===== config.mk =====
export PLATFORM = sky130hd
export DESIGN_NAME = ysyx_22040895_ifu
export DESIGN_NICKNAME = d
export VERILOG_FILES = /design/src/rtl/ysyx_22040895_ifu.sv
export SDC_FILE = /design/constraint.sdc
export NUM_CORES = 1
export LEC_CHECK = 0
export CAP_MARGIN = 20
export CORE_AREA = 4 4 127 141
export DETAILED_ROUTE_END_ITERATION = 10
export DIE_AREA = 0 0 131 145
export HOLD_SLACK_MARGIN = 0.08
export SYNTH_ARGS = -nofsm -noshare
export SYNTH_HDL_FRONTEND = slang
export SYNTH_SLANG_ARGS = --single-unit
export TNS_END_PERCENT = 10

===== constraint.sdc =====
create_clock -name clk -period 1.7 [get_ports clk]
set_input_delay 0.34 -clock clk [delete_from_list [all_inputs] [get_ports clk]]
set_output_delay 0.34 -clock clk [all_outputs]
set_load 0.05 [all_outputs]

===== src/rtl/ysyx_22040895_ifu.sv =====
// Instruction fetch unit: one outstanding 32-bit read per accepted PC, result held for decode.
// Optional misaligned-PC trap enabled by defining YSYX_22040895_IFU_MISALIGN_CHECK_EN.
module ysyx_22040895_ifu #(
   parameter int unsigned          ADDR_W   = 64,
   parameter int unsigned          INST_W   = 32,
   parameter logic [INST_W-1:0]    NOP_INST = 32'h00000013
) (
   input  logic              clk,
   input  logic              rst,
   input  logic [ADDR_W-1:0] pc_i,
   input  logic              ce_i,
   output logic              pc_ready_o,
   input  logic              flush_i,
   output logic              imem_req_valid_o,
   input  logic              imem_req_ready_i,
   output logic [ADDR_W-1:0] imem_addr_o,
   input  logic              imem_rsp_valid_i,
   input  logic [INST_W-1:0] imem_rsp_data_i,
   output logic              inst_valid_o,
   input  logic              inst_ready_i,
   output logic [INST_W-1:0] inst_o,
   output logic [ADDR_W-1:0] inst_pc_o,
   output logic              misalign_o
);

   typedef enum logic [1:0] {StIdle, StReq, StWait, StHold} state_e;

   state_e              state_q, state_d;
   logic [ADDR_W-1:0]   pc_q, pc_d;
   logic [INST_W-1:0]   inst_q, inst_d;
   logic                drop_q, drop_d;
   logic                pc_accept;

`ifdef YSYX_22040895_IFU_MISALIGN_CHECK_EN
   logic                misalign_q, misalign_d;
   logic                pc_misaligned;

   assign pc_misaligned = (pc_i[1:0] != 2'b00);
   assign misalign_o    = misalign_q;
`else
   assign misalign_o    = 1'b0;
`endif

   assign pc_accept = (state_q == StIdle) && ce_i && !flush_i;

   always_comb begin
      state_d          = state_q;
      pc_d             = pc_q;
      inst_d           = inst_q;
      drop_d           = drop_q;
`ifdef YSYX_22040895_IFU_MISALIGN_CHECK_EN
      misalign_d       = misalign_q;
`endif
      pc_ready_o       = 1'b0;
      imem_req_valid_o = 1'b0;
      inst_valid_o     = 1'b0;

      unique case (state_q)
         StIdle: begin
            pc_ready_o = pc_accept;
            if (pc_accept) begin
               pc_d   = pc_i;
               drop_d = 1'b0;
`ifdef YSYX_22040895_IFU_MISALIGN_CHECK_EN
               if (pc_misaligned) begin
                  inst_d     = NOP_INST;
                  misalign_d = 1'b1;
                  state_d    = StHold;
               end else begin
                  state_d = StReq;
               end
`else
               state_d = StReq;
`endif
            end
         end

         // The request is never withdrawn once raised; a flush only marks its data for discard.
         StReq: begin
            imem_req_valid_o = 1'b1;
            if (flush_i) begin
               drop_d = 1'b1;
            end
            if (imem_req_ready_i) begin
               state_d = StWait;
            end
         end

         StWait: begin
            if (imem_rsp_valid_i) begin
               if (drop_q || flush_i) begin
                  state_d = StIdle;
               end else begin
                  inst_d  = imem_rsp_data_i;
                  state_d = StHold;
               end
            end else if (flush_i) begin
               drop_d = 1'b1;
            end
         end

         StHold: begin
            inst_valid_o = 1'b1;
            if (flush_i || inst_ready_i) begin
               state_d = StIdle;
`ifdef YSYX_22040895_IFU_MISALIGN_CHECK_EN
               misalign_d = 1'b0;
`endif
            end
         end

         default: begin
            state_d = StIdle;
         end
      endcase
   end

   always_ff @(posedge clk) begin
      if (rst) begin
         state_q    <= StIdle;
         pc_q       <= '0;
         inst_q     <= NOP_INST;
         drop_q     <= 1'b0;
`ifdef YSYX_22040895_IFU_MISALIGN_CHECK_EN
         misalign_q <= 1'b0;
`endif
      end else begin
         state_q    <= state_d;
         pc_q       <= pc_d;
         inst_q     <= inst_d;
         drop_q     <= drop_d;
`ifdef YSYX_22040895_IFU_MISALIGN_CHECK_EN
         misalign_q <= misalign_d;
`endif
      end
   end

   // Address and PC outputs come straight from the held PC, so both read 0 out of reset.
   assign imem_addr_o = pc_q;
   assign inst_pc_o   = pc_q;
   assign inst_o      = inst_q;

endmodule

== Word level (Yosys, flattened, before mapping) ==
Cells that the tools add are included.
Operators by class
  reduce and logical (&&, ||, !) cells: 11
  eq/ne operators: 8
  bitwise logic cells: 1
  mux-type cells: 13
Operators by type and width (count)
  2-bit 2-to-1 mux: 5
  2-bit != test, second input constant: 5
  2-bit case mux with 4 select lines: 1
  1-bit 2-to-1 mux: 6
  3-bit AND reduction: 2
  2-bit == test, second input constant: 2
  4-bit AND reduction: 1
  1-bit case mux with 3 select lines: 1
  3-bit nonzero test: 1
  2-bit by 1-bit == test with 1-bit output, second input constant: 1
  1-bit logical AND: 2
  2-bit logical NOT: 1
  1-bit logical OR: 2
  2-bit AND reduction: 1
  1-bit logical NOT: 1
  1-bit NOT: 1
Word-level totals
  flip-flop bits (word level): 99
  input port bits: 103
  word-level logic and storage cells: 37
  output and inout port bits: 164

== Depth between registers and ports, before layout ==
  depth in word-level cells: 5
  mapped depth: 8
  depth with buffers taken out: 6

== Least setup slack after synthesis ==
OpenSTA, ideal clock, no wires.
  path type: reg2reg
  start point: reg state_q[1]
  end point: reg state_q[1]
  setup time: 121 ps
  data arrival time: 1683 ps
  setup slack: -103 ps
  cell stages (with the launch flop): 6
  path buffers: 0
  required time: 1579 ps
  cell sequence: dfxtp_1 -> inv_1 -> ha_1 -> nor2b_1 -> a2111o_1 -> mux2_2
Between the ends
  cells in the longest elaborated chain, start to end: 5
  elaborated cells between the ends (all ways): 12
  classes of those cells: eq/ne: 7; mux: 1; reduce/logical: 4
Ends and longest elaborated chain
  from (decl): RTL line 28  | state_e state_q, state_d;
  from (signal assigned): RTL line 120  | state_q <= StIdle;
  from (signal assigned): RTL line 128  | state_q <= state_d;
  2-bit logical NOT: RTL line 44, 58
  1-bit logical AND (2 in series): RTL line 44  | assign pc_accept = (state_q == StIdle) && ce_i && !flush_i;
  2-bit != test (no line)
  4-bit AND reduction (no line)
Parallel ways exist; a longest one is shown, timed or not.
A chain may end at the register's enable or synchronous reset.

== Final worst setup path ==
  start point: reg state_q[1]
  end point: out pc_ready_o
Between the ends
  cells in the longest elaborated chain, start to end: 4
Ends and longest elaborated chain
  2-bit logical NOT *: RTL line 44, 58
  1-bit logical AND (2 in series): RTL line 44
  1-bit 2-to-1 mux *: RTL line 58  | unique case (state_q)
  to (decl): RTL line 12  | output logic pc_ready_o,
Every way passes the cells marked *; elsewhere a longest branch is shown, timed or not.

==> results.cfg <==
[synth]
synth.cell_area_um2 = 4070
syn_inst = 516
yosys.cell_types.count = 25
synth.largest_area_cell = dfxtp_1
seq_area_frac_synth_pct = 48.7
ys_seq_elements = 99
synth_top_area_share_pct = 48.7
syn_nets = 623
avgSynthCellArea_um2 = 7.89
yosysWarnings = 0
synth_area_leaders = dfxtp_1, nand2_1, buf_4

[global_routing]
grt_pass1_wl_mm = 19.9
globalRouteOverflowTotal = 0
antenna_found_initial = 0
grt_pass1_vias = 3773
grt_use_total_pct = 13.2
grt_max_degree = 45

[place]
numPortBuffers = 265
place_worst_setup_slack_ns = -0.0892
routabilityCongestion = 0.753
dpl.hpwl_mm = 9.87
place_area_um2 = 6210
placed_cells = 908

[setup_path]
crit_arrival_ns = 1.29
cpMaxStageDelayCell = dfxtp_4
critical_path_depth = 5
cp_max_fo = 5
cp_top_family = flip-flops
cp_num_buf_inv = 3
crit_path_start_kind = register
rr_endpoint = state_q[1]$_SDFFE_PP0P_
regToRegSetupSlack_ns = 0.16
ff2ff_path_depth = 5
slowest_delay_ns = 0.37
path_class = reg -> out
crit_chain = inv_4 -> ha_4 -> nand3b_1 -> inv_2 -> buf_12
worst_ep_required_time_ns = 1.36
end_kind = output port
rr_startpoint = state_q[0]$_SDFFE_PP0P_

[sta]
setup_violations = 0
slew_viol_final = 0
skew_ns = 0.00713
worst_slack_ns = 0.0681
timing.final.crit_share_pct = 96.0
setup_tns_ns = 0
whs_ns = 0.422
finalHoldViolations = 0
period_needed_ns = 1.63
rsz0062_at_grt = yes
fmax_mhz = 613

[floorplanning]
fp.dieH_um = 145
start_util_pct = 24.9
dieArea_um2 = 19000
io_pins = 267
rows = 49
die_w_um = 131
core-area_um2 = 16400

[run_status]
status = finished, final reports clean

[clocking]
cts_max_path_buffers = 2
h-tree-depth = 3
clkTransAtPathRegs_ns = 0.07
clkLatencyLatePin_ns = 0.34
tritoncts = done
cts-buffers-inserted = 9
cts.sinks = 99
hold_buffers = 0
root_buffer = clkbuf_16

[drt]
drt_wl_total_mm = 13.2
dr.pass1.iters = 4
via_per_inst = 4.22
route.antenna.remaining_nets = 0
avgRoutedWirePerCell_um = 14.2
drc = 0
drt_iter0_markers = 106
vias = 3922

[layout]
fin_cells = 929
n_antenna_cell = 0
nets = 827
final_cell_mix = nand2_1, buf_4, clkdlybuf4s50_1
final_cell_area_um2 = 6580
layout-drive-gt1-share_pct = 29.8
nFillCells = 1713
final_core_util_pct = 40.2
areaGrowthSynthToFinish_pct = 61.6
final_common_cell = nand2_1

[worst_hold_path]
min_from = rst
worstHoldPathType = in -> reg
holdPathEnd = inst_o[23]$_SDFFE_PP0P_
hold_depth = 2

[power_and_ir_drop]
p_per_area_nw_per_um2 = 1190
p_leak_nw = 2.78
max-vdd-ir-drop_mv = 0.559
power_mw = 7.81

[job]
max_cap_viol_count = 0
-- power breakdown --
group	total (mW)	switching [mW]	internal, mW
Sequential	2.71	0.188	2.53
Clock	2.12	0.958	1.17
Combinational	2.97	1.88	1.09
Total	7.81	3.03	4.78
-- area by class of cell --
class / instances / area, um2 / area share [%]
clock inverter: 7 / 83.8 / 1.27
timing repair buffer: 291 / 2560 / 38.9
tap: 204 / 255 / 3.88
clock buffer: 9 / 225 / 3.42
multi-input combinational: 315 / 1450 / 22.0
inverter: 4 / 20.0 / 0.304
sequential: 99 / 1990 / 30.2
-- synth_stat cells (all sizes together) --
library cell,number
nand2,193
dfxtp,99
a21oi,96
buf,86
clkbuf,12
ha,4
inv,4
nand3b,4
nand2b,2
nand4bb,2
nor2,2
nor2b,2
a2111o,1
a221oi,1
a311oi,1
a41oi,1
and4bb,1
conb,1
mux2,1
nor3,1
nor3b,1
or3,1
-- registers in the layout, summed over array words and instances, names as in the netlist --
| signal | cells |
|---|---|
| imem_addr_o | 64 |
| state_q | 2 |
| drop_q | 1 |
| inst_o | 32 |
-- worst max path at each step --
stage / startpoint / to / slack (ns)
2_1_floorplan: state_q[1]$_SDFFE_PP0P_ / pc_ready_o / -0.05
3_3_place_gp: flush_i / state_q[1]$_SDFFE_PP0P_ / -0.08
3_5_place_dp: flush_i / state_q[1]$_SDFFE_PP0P_ / -0.09
4_1_cts: state_q[0]$_SDFFE_PP0P_ / pc_ready_o / 0.008
5_1_grt: state_q[1]$_SDFFE_PP0P_ / pc_ready_o / -0.01
6_report: state_q[1]$_SDFFE_PP0P_ / pc_ready_o / 0.07
-- cell families (layout without fill, tap and decap cells) --
group / count (synthesis) / count (layout) / synth area share [%]
multiplexers: 1 / 1 / 0.276
AO/OA/AOI/OAI: 100 / 100 / 12.7
other: 1 / 1 / 0.0921
flip-flops: 99 / 99 / 48.7
buffers and inverters: 102 / 311 / 16.2
AND/OR/NAND/NOR: 209 / 209 / 20.8
adder cells (fa/ha/maj): 4 / 4 / 1.23
-- routing by layer --
metal,track usage (%),share of wire (%)
met5,0,0
met4,3.86,1.3
met3,4.52,9.5
met2,23.5,49
met1,14.6,40
-- repair_timing --
item                                   4_1_cts  5_1_grt
endpoints found under the hold margin        0        0
pin swaps                                    0        1
gates resized for setup                      6        3
setup endpoints to repair                    1        1
buffers inserted                             2        3
-- worst register-to-register path: cells and delay by family, from the launching register on --
family | cells | cell delay (ns)
flops | 1 | 0.39
compound gates | 1 | 0.37
mux | 1 | 0.27
fa+ha+maj | 1 | 0.20
simple gates | 1 | 0.15
buf+inv | 1 | 0.06
Power figures use the tool's default switching activity.
